File: src/rtl/branch_pkg.sv
// ---------------------------------------------------------------------------
// branch_pkg
//   Shared types and helpers for the bimodal branch predictor.
//   - bp_ctr_e      : 2-bit saturating direction counter encoding
//   - BP_CTR_ALLOC  : counter value written when a taken branch allocates
//   - bp_index/tag  : PC slicing helpers, parameterised by the index width
// ---------------------------------------------------------------------------
package branch_pkg;

    typedef enum logic [1:0] {
        BP_SNT = 2'b00,   // strongly not taken
        BP_WNT = 2'b01,   // weakly not taken
        BP_WT  = 2'b10,   // weakly taken
        BP_ST  = 2'b11    // strongly taken
    } bp_ctr_e;

    localparam bp_ctr_e BP_CTR_ALLOC = BP_WT;

    // Widest PC the slicing helpers support; callers zero-extend into this
    // width and truncate the result to the field they need.
    localparam int BP_MAX_W = 64;

    // Table index: word-aligned PC bits just above the byte offset.
    function automatic logic [BP_MAX_W-1:0] bp_index(
        input logic [BP_MAX_W-1:0] pc,
        input int                  idx_bits
    );
        bp_index = (pc >> 2) & ((64'd1 << idx_bits) - 64'd1);
    endfunction

    // Tag: everything above the index field.
    function automatic logic [BP_MAX_W-1:0] bp_tag(
        input logic [BP_MAX_W-1:0] pc,
        input int                  idx_bits
    );
        bp_tag = pc >> (idx_bits + 2);
    endfunction

endpackage

File: src/rtl/sat_counter2.sv
// ---------------------------------------------------------------------------
// sat_counter2
//   Combinational next-state for a 2-bit saturating direction counter.
//   Ports:
//     ctr_i  current counter value
//     inc_i  1 = move toward strongly taken, 0 = toward strongly not taken
//     ctr_o  next counter value (saturates at BP_ST / BP_SNT)
// ---------------------------------------------------------------------------
module sat_counter2
    import branch_pkg::*;
(
    input  bp_ctr_e ctr_i,
    input  logic    inc_i,
    output bp_ctr_e ctr_o
);

    always_comb begin
        ctr_o = ctr_i;
        if (inc_i) begin
            if (ctr_i != BP_ST) begin
                ctr_o = bp_ctr_e'(ctr_i + 2'd1);
            end
        end else begin
            if (ctr_i != BP_SNT) begin
                ctr_o = bp_ctr_e'(ctr_i - 2'd1);
            end
        end
    end

endmodule

File: src/rtl/branch_predictor.sv
// ---------------------------------------------------------------------------
// branch_predictor
//   Bimodal direction predictor with a direct-mapped branch target buffer.
//   Fetch looks up a PC and gets a registered prediction one cycle later;
//   execute trains the table with the resolved direction and target.
//   Ports:
//     clk, rst                 clock, asynchronous active-high reset
//     pred_req / pred_pc       fetch lookup request and PC
//     pred_valid/take/target   prediction, valid the cycle after pred_req
//     upd_valid/pc/take/target resolved branch from execute
//     upd_predicted            direction fetch used for that branch
//     clear                    invalidate every entry
//     branch_count             resolved branches seen
//     mispred_count            resolved branches that were mispredicted
// ---------------------------------------------------------------------------
module branch_predictor
    import branch_pkg::*;
#(
    parameter int Width   = 32,
    parameter int Entries = 64
) (
    input  logic             clk,
    input  logic             rst,
    input  logic             pred_req,
    input  logic [Width-1:0] pred_pc,
    output logic             pred_valid,
    output logic             pred_take,
    output logic [Width-1:0] pred_target,
    input  logic             upd_valid,
    input  logic [Width-1:0] upd_pc,
    input  logic             upd_take,
    input  logic [Width-1:0] upd_target,
    input  logic             upd_predicted,
    input  logic             clear,
    output logic [31:0]      branch_count,
    output logic [31:0]      mispred_count
);

    localparam int IdxBits = $clog2(Entries);
    localparam int TagW    = Width - IdxBits - 2;

    // Tag/target/counter storage carries no reset so it can map onto RAM;
    // only the valid vector is reset.
    logic [TagW-1:0]  tag_q    [Entries];
    logic [Width-1:0] target_q [Entries];
    bp_ctr_e          ctr_q    [Entries];
    logic [Entries-1:0] valid_q;
    logic [Entries-1:0] valid_d;

    logic             pred_valid_q;
    logic             pred_take_q,   pred_take_d;
    logic [Width-1:0] pred_target_q, pred_target_d;
    logic [31:0]      branch_cnt_q,  branch_cnt_d;
    logic [31:0]      mispred_cnt_q, mispred_cnt_d;

    logic [IdxBits-1:0] lk_idx, up_idx;
    logic [TagW-1:0]    lk_tag, up_tag;
    logic               lk_hit, up_hit;
    logic               up_write;
    bp_ctr_e            up_ctr_next;

    assign lk_idx = IdxBits'(bp_index(BP_MAX_W'(pred_pc), IdxBits));
    assign lk_tag = TagW'(bp_tag(BP_MAX_W'(pred_pc), IdxBits));
    assign up_idx = IdxBits'(bp_index(BP_MAX_W'(upd_pc), IdxBits));
    assign up_tag = TagW'(bp_tag(BP_MAX_W'(upd_pc), IdxBits));

    assign lk_hit = valid_q[lk_idx] && (tag_q[lk_idx] == lk_tag);
    assign up_hit = valid_q[up_idx] && (tag_q[up_idx] == up_tag);

    // A clear in the same cycle drops the table side of an update; a miss
    // that resolved not-taken leaves the table alone.
    assign up_write = upd_valid && !clear && (up_hit || upd_take);

    sat_counter2 u_ctr_next (
        .ctr_i (ctr_q[up_idx]),
        .inc_i (upd_take),
        .ctr_o (up_ctr_next)
    );

    // Lookup reads the arrays before this edge's update lands, so a
    // same-cycle lookup and update to one index see the old contents.
    always_comb begin
        pred_take_d   = pred_take_q;
        pred_target_d = pred_target_q;
        if (pred_req) begin
            if (lk_hit && ctr_q[lk_idx][1]) begin
                pred_take_d   = 1'b1;
                pred_target_d = target_q[lk_idx];
            end else begin
                pred_take_d   = 1'b0;
                pred_target_d = pred_pc + Width'(4);
            end
        end
    end

    always_comb begin
        valid_d = valid_q;
        if (clear) begin
            valid_d = '0;
        end else if (upd_valid && !up_hit && upd_take) begin
            valid_d[up_idx] = 1'b1;
        end
    end

    // Counters always count, even when a clear drops the table update.
    always_comb begin
        branch_cnt_d  = branch_cnt_q;
        mispred_cnt_d = mispred_cnt_q;
        if (upd_valid) begin
            branch_cnt_d = branch_cnt_q + 32'd1;
            if (upd_take != upd_predicted) begin
                mispred_cnt_d = mispred_cnt_q + 32'd1;
            end
        end
    end

    always_ff @(posedge clk or posedge rst) begin
        if (rst) begin
            valid_q       <= '0;
            pred_valid_q  <= 1'b0;
            pred_take_q   <= 1'b0;
            pred_target_q <= '0;
            branch_cnt_q  <= '0;
            mispred_cnt_q <= '0;
        end else begin
            valid_q       <= valid_d;
            pred_valid_q  <= pred_req;
            pred_take_q   <= pred_take_d;
            pred_target_q <= pred_target_d;
            branch_cnt_q  <= branch_cnt_d;
            mispred_cnt_q <= mispred_cnt_d;
        end
    end

    always_ff @(posedge clk) begin
        if (up_write) begin
            if (up_hit) begin
                ctr_q[up_idx] <= up_ctr_next;
                if (upd_take) begin
                    target_q[up_idx] <= upd_target;
                end
            end else begin
                tag_q[up_idx]    <= up_tag;
                target_q[up_idx] <= upd_target;
                ctr_q[up_idx]    <= BP_CTR_ALLOC;
            end
        end
    end

    assign pred_valid    = pred_valid_q;
    assign pred_take     = pred_take_q;
    assign pred_target   = pred_target_q;
    assign branch_count  = branch_cnt_q;
    assign mispred_count = mispred_cnt_q;

endmodule

File: config.mk
export PLATFORM = sky130hd
export DESIGN_NAME = branch_predictor
export DESIGN_NICKNAME = d
export VERILOG_FILES = /design/src/rtl/branch_pkg.sv /design/src/rtl/sat_counter2.sv /design/src/rtl/branch_predictor.sv
export SDC_FILE = /design/constraint.sdc
export NUM_CORES = 2
export LEC_CHECK = 0
export BUFFER_PORTS_ARGS = -buffer_cell sky130_fd_sc_hd__buf_2
export CORE_MARGIN = 2
export CORE_UTILIZATION = 35
export CTS_CLUSTER_SIZE = 30
export DETAILED_ROUTE_END_ITERATION = 16
export PLACE_DENSITY = 0.59
export SLEW_MARGIN = 5
export SYNTH_ARGS = -nofsm -noshare
export SYNTH_HDL_FRONTEND = slang
export SYNTH_SLANG_ARGS = --single-unit
File: constraint.sdc
create_clock -name clk -period 6.03 [get_ports clk]
set_clock_uncertainty 0.05 [all_clocks]
set_input_delay 0.603 -clock clk [delete_from_list [all_inputs] [get_ports clk]]
set_output_delay 0.603 -clock clk [all_outputs]
set_load 0.01 [all_outputs]
== Word level (Yosys, flattened, before mapping) ==
Memories as Yosys holds them, arrays and structs flattened.
Index checks and enable logic that the tools add are counted.
Operators by class
  $mul: 0
  add/subtract/negate cells: 5
  shifts and indexed selects: 0
  reduce and logical (&&, ||, !) cells: 14
  bitwise logic cells: 3
  order comparisons: 3
  div/mod/pow operators: 0
  eq/ne operators: 4
  multiplexer cells: 25
Operators with widths (count)
  2-to-1 mux 64 bit: 2
  adder 32 x 1 -> 32 bit (second input constant): 2
  2-to-1 mux 32 bit: 2
  OR 64 bit: 1
  equality test 24 bit: 2
  adder 32 x 3 -> 32 bit (second input constant): 1
  < comparator 6 x 7 -> 1 bit (second input constant): 2
  2-to-1 mux 1 bit: 14
  binary-select mux 1 bit (select 6 bit): 2
  logical AND 1 bit: 8
  2-to-1 mux 2 bit: 4
  demux 1 bit (select 6 bit): 1
  greater-or-equal comparator 6 x 1 -> 1 bit (second input constant): 1
  nonzero test 2 bit: 2
  adder 2 x 1 -> 2 bit (second input constant): 1
  zero test 1 bit: 2
  inequality test 2 bit (second input constant): 1
  OR 1 bit: 2
  AND reduction 2 bit: 1
  subtractor 2 x 1 -> 2 bit (second input constant): 1
  logical OR 1 bit: 1
  inequality test 1 bit: 1
Word-level totals
  register bits: 162
  bits of input ports: 103
  output and inout bits: 98
  ROM bits: 0
  bits in writable memories: 3712
  latch bits: 0
  memories kept: 3
Memories
  target_q: depth 64, width 32, read ports 1, clocked after Yosys merged registers in 0, wr ports 1, RTL line branch_predictor.sv:45  | logic [Width-1:0] target_q [Entries];
  tag_q: depth 64, width 24, read ports 2, clocked after Yosys merged registers in 0, wr ports 1, RTL line branch_predictor.sv:44  | logic [TagW-1:0] tag_q [Entries];
  ctr_q: depth 64, width 2, read ports 2, clocked after Yosys merged registers in 0, wr ports 1, RTL line branch_predictor.sv:46  | bp_ctr_e ctr_q [Entries];

== Longest topological paths before layout ==
  depth after elaboration: 8
  mapped depth: 19
  gate-level depth less buffers: 10

== Modules after synthesis ==
Synthesis repeated with hierarchy kept, for this count alone.
Second synthesis, totals
  cells, all modules: 8510
  area, all modules: 164407.7 um^2
Modules (own cells, without submodules)
  branch_predictor: instances 1, cells each 8507, area an instance 164381.4 um^2
  sat_counter2: instances 1, cells each 3, area an instance 26.3 um^2

== Least setup slack after synthesis ==
OpenSTA, ideal clock, no wires.
  path kind: input port to flip-flop
  from: in upd_pc[3]
  to: mem ctr_q[0][1] in the netlist's numbering (data pin)
  library setup time: 0.554 ns
  path buffers: 7
  slack: 0.494 ns
  cell stages on the path: 17
  arrival: 4.932 ns
  data required time: 5.426 ns
  cell sequence: buf_6 -> buf_6 -> buf_2 -> buf_2 -> buf_4 -> buf_2 -> mux2i_1 -> nor2_1 -> o21ai_0 -> o211ai_1 -> nor4_1 -> xnor2_1 -> nor4_1 -> nand3_1 -> nor4_4 -> buf_6 -> o22ai_1
Between the ends
  word-level cells in the longest chain between the ends: 8
  elaborated cells on any way between the ends: 19
  those cells by class: add/sub: 2; eq/ne: 2; mux: 9; reduce/logical: 4; memory: 2
Ends and longest elaborated chain
  start: declaration: RTL line branch_predictor.sv:30  | input logic [Width-1:0] upd_pc,
  memory (64 x 24 bit) or binary-select mux 1 bit (select 6 bit) (tied branches)
  equality test 24 bit or 2-to-1 mux 1 bit (tied branches): RTL line branch_predictor.sv:68  | assign up_hit = valid_q[up_idx] && (tag_q[up_idx] == up_tag);
  logical AND 1 bit: RTL line branch_predictor.sv:68
  logical OR 1 bit: RTL line branch_predictor.sv:72  | assign up_write = upd_valid && !clear && (up_hit || upd_take);
  logical AND 1 bit: RTL line branch_predictor.sv:72
  2-to-1 mux 1 bit: RTL line branch_predictor.sv:136  | if (up_write) begin
  2-to-1 mux 1 bit (not written as such): RTL line branch_predictor.sv:145  | ctr_q[up_idx] <= BP_CTR_ALLOC;
  2-to-1 mux 2 bit (no source line) *
  end: declaration: RTL line branch_predictor.sv:46
Every way passes the cells marked *; elsewhere a longest branch is shown, timed or not. The select of a mux whose other input is x is not followed.

== Final worst setup path ==
  from: in upd_pc[2]
  to: mem tag_q[24][3] in the netlist's numbering, enable pin
Between the ends
  word-level cells in the longest chain between the ends: 7
  elaborated cells on any way between the ends: 10
  those cells by class: eq/ne: 1; mux: 5; reduce/logical: 3; memory: 1
Ends and longest elaborated chain
  memory (64 x 24 bit) or binary-select mux 1 bit (select 6 bit) (tied branches)
  equality test 24 bit or 2-to-1 mux 1 bit (tied branches): RTL line branch_predictor.sv:68
  logical AND 1 bit: RTL line branch_predictor.sv:68
  logical OR 1 bit: RTL line branch_predictor.sv:72
  logical AND 1 bit: RTL line branch_predictor.sv:72
  2-to-1 mux 1 bit: RTL line branch_predictor.sv:136
  2-to-1 mux 1 bit (not written as such): RTL line branch_predictor.sv:143  | tag_q[up_idx] <= up_tag;
  end: declaration: RTL line branch_predictor.sv:44
Parallel ways exist; a longest one is shown, timed or not. The select of a mux whose other input is x is not followed.

==> run metrics <==
port bufs 198; Data required, critical path 6660 ps; reg2reg start tag_q[28][9]$_DFFE_PP_; Avg Vias per Cell 6.324; clock buffer depth 4; register area share after synthesis 70.22%; standard-cell rows 251; Synth Area in Adders 0.02890%; Critical Path Slowest Stage Cell nor3_2; status complete, no violations; combinational family with the most area after synthesis multiplexers; final wirelength 613700 um; hpwl dp 379800 um; Die X 689.6 um; # DRC 0; Post-synth ARST share 4.182%; DP Area 179500 um2; Sequential Power Share 50.6%; Via Count 99602; max_slew headroom 0.1956%; slowest cell delay on critical path 1070 ps; commonest non-fill, non-tap cell in the layout edfxtp_1; Setup-failing EPs final 0; hold slack 94.67 ps; H-Tree Depth 5; first-pass GRT wire length 822800 um; Tcrit/Tclk final 89.26%; initial antenna violation count 51; Comb power frac 7.9%; Design Power 0.05873 W; Post-synth EDFFs 3712; switch share 23.45%; crit path time final 5383 ps; CTS root buf clkbuf_16; Yosys warnings 0; Area Overhead vs Synth 16.81%; Distinct cells, synth 87; gr ovfl total 0; cell mode on critical path buf_4; XOR/XNOR Fraction of Synth Area 0.7613%; syn nets 8581; 1st-iter DRT viols 17511; DR WL/cell 38.97 um; cell-by-cell trace of the critical path buf_8, buf_4, buf_4, and3b_1, o21ai_0, a21oi_1, or4_1, nor4_1, xnor2_1, buf_4, nor4_1, nand3_1, nor4_4, buf_12, nor3_2, buf_12; Die Footprint 475500 um2; mean post-synth cell area 19.41 um2; Pre-Repair DR Iteration Count 9; Final Non-Filler Cells 15749; maxcap violations 0; design area 192200 um2; internal reg-to-reg setup slack 930 ps; end of the worst register-to-register path tag_q[24][3]$_DFFE_PP_; Post-Syn Area 164500 um2; core box area 467600 um2; Fmax 0.1858 GHz; Hold Path Class primary input to register; largest net degree at the start of global routing 137; Clk pwr share 41.5%; Post-CTS Resized 0; Post-Place Worst Slack -208.4 ps; CTS Buf Count 392; CP arrival 6020 ps; layout cells sized above 1 31.78%; io pins 201; Max VDD drop 0.0002813 V; Clock Sinks 3874; Hold Crit Endpoint mispred_count[0]$_DFFE_PP0P_; latest clock arrival within the worst-skew pair 1020 ps; RSZ-0062 raised after global routing no; power per standard cell area 305.6 nW/um2; switching power 0.01377 W; leading cell types in the layout, fill and taps excluded edfxtp_1, mux4_2, buf_4; placed cells 14998; fin worst setup slack 647.3 ps; Worst-path clk slew 60 ps; fill count 40921; Worst Reg2Reg Path Length in Cells 13; CP Capture Type register; Synth Area in Simple Gates 2.588%; Worst path top cell family by delay simple AND/OR/NAND/NOR gates; Final Hold Vio Count 0; Initial Utilization 35.18%; die outline height 689.6 um; Max Slew Vio Count 0; RePlAce Congestion 0.9754; CTS tree done; main flop type after synthesis edfxtp_1; gr usage total 25.13%; Tightest Pin Transition 1497 ps; Power Internal 0.04496 W; Final ANT Viol Nets 0; Post-Synthesis Cells 8475; Compound-Gate Fraction of Synth Area 5.420%; CP Class primary input to register; HP Start upd_predicted; setup bufs post-CTS 0; WP buf/inv 6; Synth Register Bits 3874; vias in the first global route 97142; WHS Path Cells 4; critical path launch point type primary input; post-synthesis mux area share 18.83%; NumNets Final 9306; LEAKAGE 61.17 nW; Max FO, Critical Path 26
[Yosys cell counts (9+ instances only)]
cell type     n  area (um2)
nor4_1       24       150.1
o21ai_0     109       545.5
a31oi_1      52       325.3
a22oi_1     214        1607
buf_6        34       382.9
mux2_2      166        1869
nor2_1      171       641.9
nand3_1      74       370.4
inv_1        99       371.6
and2_1        9       56.30
a221oi_1    167        1463
and3_1       23       143.9
o2bb2ai_1    25       219.0
mux4_2     1138       25630
clkbuf_1    293        1100
nand2_1     218       818.3
a211oi_1     37       277.8
xor2_1       51       446.7
or2_2        11       68.82
and4_1       10       87.58
buf_4        64       480.5
nand2b_1     34       212.7
o32ai_1      66       578.1
a221o_1      46       460.4
a2111oi_0    10       87.58
xnor2_1      92       805.8
edfxtp_1   3712      111500
mux2i_1     346        3463
o22ai_1     115       719.4
nor2b_1      21       131.4
o211ai_1     24       180.2
and3b_1      16       140.1
a21oi_1     120       600.6
o221ai_1     37       324.1
buf_2       184       920.9
dfrtp_1     162        4054
a22o_1       42       367.9
nand4_1      33       206.5
buf_1        70       262.8
o31ai_1      26       195.2
o21a_1       26       195.2
o22a_1       28       245.2
nor3_1      152       760.7
[routing by layer]
| layer | GRT usage [%] | up-vias | share of wire, % |
|---|---|---|---|
| met3 | 6.947 | 1757 | 12 |
| met2 | 38.14 | 7536 | 45 |
| met4 | 14.91 | 14 | 7.1 |
| met5 | 0.4344 | - | 0.060 |
| met1 | 32.29 | 52819 | 36 |
| li1 | - | 37476 | - |
[timing repair]
| action | CTS | global route |
|---|---|---|
| hold buffers | 6 | 0 |
| setup endpoints to repair | 0 | 0 |
| endpoints found under the hold margin | 117 | 0 |
[tightest hold or removal path, cell delays in order]
cell,delay (ps)
buf_2,100
xor2_1,60
and2_1,200
xor2_1,130
[power by group through the flow]
stage	registers, W	clock network, W	logic (W)
after CTS	0.0297	0.0246	0.00450
after global placement	0.0303	0	0.00443
after detailed placement	0.0303	0	0.00449
after global routing	0.0297	0.0256	0.00469
final	0.0297	0.0244	0.00463
after floorplan	0.0303	0	0.00221
[kinds of logic (layout without fill, tap and decap cells)]
kind of cell               Yosys count  count (layout)
DFF                               3874            3874
muxes                             1651            1651
AOI/OAI and AO/OA                 1201            1201
and+or+nand+nor                    852             852
buffers and inverters              750            1797
xor gates and xnor gates           143             143
adders and majority gates            4               4
other                                0              29
[metrics by stage]
step / setup TNS [ps] / util [%]
2_1_floorplan: 0 / -
3_3_place_gp: -4769 / 38.38
3_5_place_dp: -4113 / 38.38
4_1_cts: 0 / 41.08
5_1_grt: 0 / 41.08
6_report: 0 / 41.10
[layout make-up]
type | instances | area (um2) | area share, %
sequential | 3874 | 115500 | 60.11
timing repair buffer | 976 | 9382 | 4.882
tap | 6198 | 7755 | 4.035
clock inverter | 221 | 2145 | 1.116
clock buffer | 495 | 10430 | 5.425
antenna | 29 | 72.57 | 0.03776
multi-input combinational | 3851 | 46450 | 24.17
inverter | 105 | 420.4 | 0.2188
[flip-flops by register name, indices dropped and copies added, names as in the netlist]
name and cells:
pred_valid 1, pred_take 1, valid_q 64, mispred_count 32, tag_q 1536, branch_count 32, ctr_q 128, target_q 2048
pred_target 32
[worst max-delay path by stage]
stage	start	to	depth (start not counted)
floorplan	upd_pc[3]	ctr_q[0][1]$_DFFE_PP_	17
global placement	upd_pc[2]	tag_q[24][13]$_DFFE_PP_	16
detailed placement	upd_pc[2]	tag_q[24][12]$_DFFE_PP_	16
CTS	upd_pc[2]	tag_q[24][22]$_DFFE_PP_	16
global route	upd_pc[2]	tag_q[24][3]$_DFFE_PP_	16
finish	upd_pc[2]	tag_q[24][3]$_DFFE_PP_	16
Power figures use the tool's default switching activity.
